`config.mk`:
```
export PLATFORM = sky130hd
export DESIGN_NAME = dmem_access_ctrl
export DESIGN_NICKNAME = d
export VERILOG_FILES = /design/src/rtl/dmem_access_ctrl.sv
export SDC_FILE = /design/constraint.sdc
export NUM_CORES = 1
export LEC_CHECK = 0
export BUFFER_PORTS_ARGS = -buffer_cell sky130_fd_sc_hd__buf_2
export CAP_MARGIN = 25
export CORE_AREA = 2 2 159 161
export CTS_BUF_LIST = sky130_fd_sc_hd__clkbuf_4 sky130_fd_sc_hd__clkbuf_8
export DETAILED_ROUTE_END_ITERATION = 7
export DIE_AREA = 0 0 161 163
export SYNTH_ARGS = -nofsm -noshare
export SYNTH_HDL_FRONTEND = slang
export SYNTH_SLANG_ARGS = --single-unit
export TNS_END_PERCENT = 50
```
`constraint.sdc`:
```
create_clock -name clk -period 3.1 [get_ports clk]
set_input_delay 0.31 -clock clk [delete_from_list [all_inputs] [get_ports clk]]
set_output_delay 0.31 -clock clk [all_outputs]
set_load 0.02 [all_outputs]
```
`src/rtl/dmem_access_ctrl.sv`:
```
`default_nettype none
// ============================================================================
// dmem_access_ctrl : MEM-stage load/store initiator for the 256x64 data memory
// Optional macro DMEM_BOUNDS_CHECK_EN rejects out-of-range loads/stores.
// Revision 1.0
// ============================================================================
module dmem_access_ctrl #(
    parameter int DATA_W     = 64,
    parameter int ADDR_BITS  = 8,
    parameter int RD_LATENCY = 1,
    parameter int RD_W       = 5
) (
    input  logic              clk,
    input  logic              rst_n,
    input  logic              req_valid,
    input  logic              req_read,
    input  logic              req_write,
    input  logic [DATA_W-1:0] req_addr,
    input  logic [DATA_W-1:0] req_wdata,
    input  logic [RD_W-1:0]   req_rd,
    output logic              req_ready,
    output logic [DATA_W-1:0] mem_address,
    output logic [DATA_W-1:0] mem_write_data,
    output logic              mem_write,
    output logic              mem_read,
    input  logic [DATA_W-1:0] mem_readdata,
    output logic              wb_valid,
    output logic              wb_we,
    output logic [DATA_W-1:0] wb_data,
    output logic [RD_W-1:0]   wb_rd,
    output logic              addr_err
);

    localparam int               CNT_W    = $clog2(RD_LATENCY + 1);
    localparam logic [CNT_W-1:0] CNT_INIT = CNT_W'(RD_LATENCY - 1);

    if (RD_LATENCY < 1 || ADDR_BITS < 1 || ADDR_BITS >= DATA_W) begin : g_bad_params
        $error("dmem_access_ctrl: illegal parameter set");
    end

    typedef enum logic [1:0] {
        IDLE    = 2'd0,
        BUSY_WR = 2'd1,
        BUSY_RD = 2'd2
    } state_t;

    state_t            state, state_nxt;
    logic [CNT_W-1:0]  cnt, cnt_nxt;
    logic [RD_W-1:0]   op_rd, op_rd_nxt;
    logic [DATA_W-1:0] mem_address_nxt, mem_write_data_nxt, wb_data_nxt;
    logic              mem_write_nxt, mem_read_nxt, wb_valid_nxt, wb_we_nxt;
    logic [RD_W-1:0]   wb_rd_nxt;
    logic              accept;

    // Gated by rst_n so every output reads 0 while reset is held
    assign req_ready = rst_n & (state == IDLE);
    assign accept    = req_valid & req_ready;

`ifdef DMEM_BOUNDS_CHECK_EN
    logic addr_err_nxt;
    logic oor_reject;
    assign oor_reject = (req_read | req_write) & (|req_addr[DATA_W-1:ADDR_BITS]);
`else
    assign addr_err = 1'b0;
`endif

    always_comb begin
        state_nxt          = state;
        cnt_nxt            = cnt;
        op_rd_nxt          = op_rd;
        mem_address_nxt    = mem_address;
        mem_write_data_nxt = mem_write_data;
        mem_write_nxt      = 1'b0;
        mem_read_nxt       = 1'b0;
        wb_valid_nxt       = 1'b0;
        wb_we_nxt          = wb_we;
        wb_data_nxt        = wb_data;
        wb_rd_nxt          = wb_rd;
`ifdef DMEM_BOUNDS_CHECK_EN
        addr_err_nxt       = 1'b0;
`endif
        case (state)
            IDLE: begin
                if (accept) begin
`ifdef DMEM_BOUNDS_CHECK_EN
                    if (oor_reject) begin
                        wb_valid_nxt = 1'b1;
                        wb_we_nxt    = 1'b0;
                        wb_data_nxt  = '0;
                        wb_rd_nxt    = req_rd;
                        addr_err_nxt = 1'b1;
                    end else
`endif
                    if (req_write) begin
                        mem_address_nxt    = req_addr;
                        mem_write_data_nxt = req_wdata;
                        mem_write_nxt      = 1'b1;
                        op_rd_nxt          = req_rd;
                        state_nxt          = BUSY_WR;
                    end else if (req_read) begin
                        mem_address_nxt = req_addr;
                        mem_read_nxt    = 1'b1;
                        cnt_nxt         = CNT_INIT;
                        op_rd_nxt       = req_rd;
                        state_nxt       = BUSY_RD;
                    end else begin
                        wb_valid_nxt = 1'b1;
                        wb_we_nxt    = 1'b1;
                        wb_data_nxt  = req_addr;
                        wb_rd_nxt    = req_rd;
                    end
                end
            end
            BUSY_WR: begin
                wb_valid_nxt = 1'b1;
                wb_we_nxt    = 1'b0;
                wb_data_nxt  = '0;
                wb_rd_nxt    = op_rd;
                state_nxt    = IDLE;
            end
            BUSY_RD: begin
                if (cnt != '0) begin
                    cnt_nxt      = cnt - CNT_W'(1);
                    mem_read_nxt = 1'b1;
                end else begin
                    wb_valid_nxt = 1'b1;
                    wb_we_nxt    = 1'b1;
                    wb_data_nxt  = mem_readdata;
                    wb_rd_nxt    = op_rd;
                    state_nxt    = IDLE;
                end
            end
            default: state_nxt = IDLE;
        endcase
    end

    always_ff @(posedge clk or negedge rst_n) begin
        if (!rst_n) begin
            state          <= IDLE;
            cnt            <= '0;
            op_rd          <= '0;
            mem_address    <= '0;
            mem_write_data <= '0;
            mem_write      <= 1'b0;
            mem_read       <= 1'b0;
            wb_valid       <= 1'b0;
            wb_we          <= 1'b0;
            wb_data        <= '0;
            wb_rd          <= '0;
        end else begin
            state          <= state_nxt;
            cnt            <= cnt_nxt;
            op_rd          <= op_rd_nxt;
            mem_address    <= mem_address_nxt;
            mem_write_data <= mem_write_data_nxt;
            mem_write      <= mem_write_nxt;
            mem_read       <= mem_read_nxt;
            wb_valid       <= wb_valid_nxt;
            wb_we          <= wb_we_nxt;
            wb_data        <= wb_data_nxt;
            wb_rd          <= wb_rd_nxt;
        end
    end

`ifdef DMEM_BOUNDS_CHECK_EN
    always_ff @(posedge clk or negedge rst_n) begin
        if (!rst_n) addr_err <= 1'b0;
        else        addr_err <= addr_err_nxt;
    end
`endif

endmodule
`default_nettype wire
```
-- After elaboration in Yosys (flattened, before gate mapping)
Cells that the tools add are included.
W data, S select, Z words.
- register bits after elaboration: 209
- logic and storage cells: 73
- muxes and demuxes: 42
- reductions and logical operators: 9
- add/sub/neg operators: 1
- equality and inequality tests: 8
- bitwise gates (word level): 2
- operators with widths (cell ; number):
    $mux W64 ; 6
    $pmux W64 S3 ; 1
    $mux W5 ; 6
    $mux W1 ; 19
    $pmux W5 S3 ; 1
    $ne A2 B2 Y1 const B ; 5
    $reduce_and A3 Y1 ; 3
    $mux W2 ; 4
    $pmux W1 S3 ; 2
    $reduce_and A5 Y1 ; 1
    $pmux W1 S2 ; 2
    $pmux W2 S2 ; 1
    $reduce_and A4 Y1 ; 1
    $reduce_bool A2 Y1 ; 2
    $ne A3 B3 Y1 const B ; 1
    $reduce_bool A3 Y1 ; 1
    $and A1 B1 Y1 ; 2
    $eq A2 B1 Y1 const B ; 1
    $eq A2 B2 Y1 const B ; 1
    $logic_not A2 Y1 ; 1
    $sub A1 B1 Y1 const B ; 1

-- Logic depth before layout (Yosys ltp)
- depth in word-level cells: 5
- depth in mapped cells: 8
- mapped depth without buffers: 5

-- Least setup slack after synthesis
No wires, ideal clock.
- kind: register -> register
- from: register state[0]
- to: register wb_rd[3]
- setup slack: 1.196 ns
- data arrival time: 1.779 ns
- clock period less this slack: 1.904 ns
- required time: 2.975 ns
- cell stages (with the launch flop): 7
- path through: dfrtp_1 -> inv_1 -> ha_1 -> clkbuf_1 -> clkbuf_1 -> mux2_2 -> mux2_2
- longest elaborated chain between the ends: 5
- elaborated cells between the ends (all ways): 12
- ends and longest elaborated chain (what ; line ; source):
    start: declaration ; 47 ; state_t state, state_nxt;
    start signal: assignment ; 151 ; state <= state_nxt;
    $logic_not A2 Y1 ; 56, 82 ;
    $and A1 B1 Y1 ; 56 ; assign req_ready = rst_n & (state == IDLE);
    $and A1 B1 Y1 ; 57 ; assign accept = req_valid & req_ready;
    $ne A2 B2 Y1 (no source line) ; n/a ;
    $reduce_and A5 Y1 (no source line) ; n/a ;
    end signal: assignment ; 161 ; wb_rd <= wb_rd_nxt;
    end: declaration ; 30 ; output logic [RD_W-1:0] wb_rd,
Several ways; a longest one is shown, not always the timed one.
A chain may end at the register's enable or synchronous reset.

-- Final worst setup path
- from: register state[0]
- to: register mem_write_data[35]
- longest elaborated chain between the ends: 4
- ends and longest elaborated chain (what ; line ; source):
    $logic_not A2 Y1 * ; 56, 82 ;
    $and A1 B1 Y1 ; 56 ;
    $and A1 B1 Y1 ; 57 ;
    $reduce_and A3 Y1 (no source line) * ; n/a ;
    end signal: assignment ; 155 ; mem_write_data <= mem_write_data_nxt;
    end: declaration ; 23 ; output logic [DATA_W-1:0] mem_write_data,
Mark *: on every way between the ends. The rest lies on a longest branch, timed or not.

==> run_results.csv <==
group,metric,value,unit
synthesis,synth-edff-count,0,
synthesis,synth.ff_latch_count,208,
synthesis,post_synth_top_flop,"dfrtp_1",
placed_design,port_buffers,403,
global_route,grt_pass1_wl,39500,um
clock_tree,clock_tree.buffer_depth,3,
timing,fin_setup_tns,0,ns
power_and_ir_drop,powerDensity,1080,nW/um2
die,floorplan.die_area,26200,um2
critical_path,cp_data_required_time,3.51,ns
timing,max_slew_margin,0.460,
layout,net_total_in_the_final_layout,1371,
timing,setup_viol_count_final,0,
synthesis,syn_nets,881,
critical_path,worstSetupStartpointType,"flop",
timing,hold_violations,0,
timing,fmaxAchievable,0.443,GHz
status,status,"complete, no violations",
timing,tcrit_tclk_final,0.727,
timing,final.hold.worst_slack,0.0389,ns
global_route,grt_usage,0.190,
layout,post_route_cells_drive_above_1_share,0.581,
global_route,antenna_violations_before_repair,0,
timing,finalCriticalPeriod,2.26,ns
critical_path,critical_path.max_fanout,33,
clock_tree,clock_sink_count,208,
die,floorplan.die.width,161,um
global_route,overflow,0,
synthesis,async_flop_share,1.00,
clock_tree,clkLatencyLatePin,0.52,ns
clock_tree,cts-buffers-inserted,39,
critical_path,setup.worst_path.end_class,"flop",
die,fp-row-count,58,
synthesis,netlist_area,9000,um2
timing,timing.final.max_slew_violations,0,
clock_tree,cts_resized,0,
die,design.portCount,405,
layout,num-fill-cells,2218,
clock_tree,postCtsSetupBuffers,0,
layout,diode_count,0,
flow_run,timing.max_cap.violations,0,
power_and_ir_drop,irDropWorstVdd,0.000529,V
synthesis,yosys.cell_types.count,25,
route,total_number_of_vias,7051,
route,final_antenna_net_count,0,
critical_path,critPathArrivalTime,2.66,ns
route,dr.first_iter.drc_count,348,
die,core_area,24700,um2
route,firstDrtPassIters,4,
layout,final-seq-area,5200,um2
timing,tightest_slew,0.810,ns
placed_design,gp_routability_congestion,0.808,
route,avgViaCountPerCell,4.65,
placed_design,dp_hpwl,17300,um
synthesis,number_of_instances_in_the_synthesized_netlist,675,
synthesis,yosysWarnings,0,
synthesis,syn_area_per_cell,13.3,um2
synthesis,ys_seq_area_frac,0.578,
layout,area_delta_synth_final,42.8,%
route,drt_wl_total,25600,um
clock_tree,clkSlewWorstSetupHoldPaths,0.06,ns
critical_path,setup.worst_path.class,"reg2reg",
global_route,grt_max_degree,144,
clock_tree,cts_tree,"yes",
global_route,vias_in_the_first_global_route,7361,
power_and_ir_drop,reported_leakage_power,6.43,nW
die,die_y,163,um
timing,fin_worst_skew,0.0178,ns
clock_tree,htree_num_levels,2,
timing,unrepaired_setup_endpoints_after_global_routing,"no",
route,routedWlPerCell,16.9,um
die,floorplan.initialDensity,0.365,
worst_hold_path,hold_class,"in2reg",
layout,multi_input_area,3270,um2
clock_tree,cts_root_buffer,"clkbuf_8",
route,drc_errors,0,
## state kept, by name, indices dropped and copies added, names as in the netlist
name and cells:
wb_rd 5, mem_address 64, wb_valid 1, state 2, mem_write 1, mem_read 1
wb_we 1, wb_data 64, mem_write_data 64, op_rd 5
## cells by family (layout without fill, tap and decap cells)
logic type / count (synthesis) / count (layout) / synth area share
buf+inv: 112 / 622 / 0.0613
flops: 208 / 208 / 0.578
compound gates: 69 / 69 / 0.0400
mux: 208 / 208 / 0.273
simple gates: 73 / 73 / 0.0418
other cells: 1 / 1 / 0.000417
fa+ha+maj: 4 / 4 / 0.00556
## cell type report
cell class,instances,share of cell area
Sequential cell,208,0.405
Multi-Input combinational cell,355,0.254
Inverter,67,0.0196
Tap cell,330,0.0321
Timing Repair Buffer,494,0.233
Clock inverter,6,0.00292
Clock buffer,55,0.0535
## layout by cell type, fill, tap and decap left out
master	count
buf_2	402
dfrtp_1	208
mux2_2	177
dlygate4sd3_1	80
inv_1	67
nand3_1	64
o21ai_0	64
clkbuf_8	45
mux2_4	30
clkbuf_4	11
buf_12	5
buf_4	5
nor2_1	3
clkinvlp_4	3
clkinv_2	3
nand2_1	2
a21oi_1	2
ha_1	2
and3_4	1
and2_1	1
and2_4	1
o21ai_4	1
nand4bb_1	1
a21oi_4	1
a31o_2	1
mux2i_1	1
ha_4	1
ha_2	1
conb_1	1
buf_16	1
## layer usage
| metal | vias up | part of all wire | track usage |
|---|---|---|---|
| met3 | 77 | 0.065 | 0.0466 |
| met5 | - | 0 | 0 |
| met2 | 257 | 0.49 | 0.321 |
| met4 | 0 | 0.041 | 0.0901 |
| met1 | 3417 | 0.40 | 0.230 |
| li1 | 3300 | - | - |
## Yosys cell counts (all sizes together), types with 2 or more instances
cell type / n / share of area
nand3: 64 / 0.036
mux2: 207 / 0.27
o21ai: 65 / 0.036
inv: 67 / 0.028
and2: 2 / 0.0017
dfrtp: 208 / 0.58
a21oi: 3 / 0.0029
ha: 4 / 0.0056
nand2: 2 / 0.00083
clkbuf: 11 / 0.0046
nor2: 3 / 0.0013
buf: 34 / 0.029
## critical path: stages, from the launching register on
cell	delay, ns
dfrtp_1	0.41
inv_1	0.13
ha_4	0.18
and3_4	0.21
and2_4	0.52
buf_4	0.34
mux2_4	0.32
## power by group
group,switching (W),internal [W]
sequential,0.000655,0.00408
combinational,0.00378,0.00284
clock,0.00110,0.00141
## per-stage QoR
stage | total power (W) | worst slack (ns) | area (um2) | std cells | utilization
finish | 0.0139 | 0.845 | 12900 | 1515 | 0.521
global route | 0.0147 | 0.737 | 12900 | 1515 | 0.521
CTS | 0.0141 | 0.833 | 12800 | 1514 | 0.520
detailed placement | 0.0114 | 0.842 | 11300 | 1373 | 0.458
global placement | 0.0113 | 0.890 | 11300 | 1373 | 0.458
floorplan | 0.00908 | 1.20 | 9000 | 675 | -
## repair_timing
| action | 4_1_cts | 5_1_grt |
|---|---|---|
| endpoints found under the hold margin | 88 | 0 |
| endpoints found under the setup margin | 0 | 0 |
| hold buffers | 80 | 0 |
## final timing paths
check,startpoint,to,slack (ns),cells after the start
max,state[0],mem_write_data[35],0.84,6
max in group asynchronous,rst_n,wb_data[40],1.20,4
min reg2reg,wb_data[49],wb_data[49],0.50,1
max reg2reg,state[0],mem_write_data[35],0.84,6
min in group asynchronous,rst_n,wb_data[52],0.19,2
min,req_rd[3],op_rd[3],0.04,2
Power figures use the tool's default switching activity.
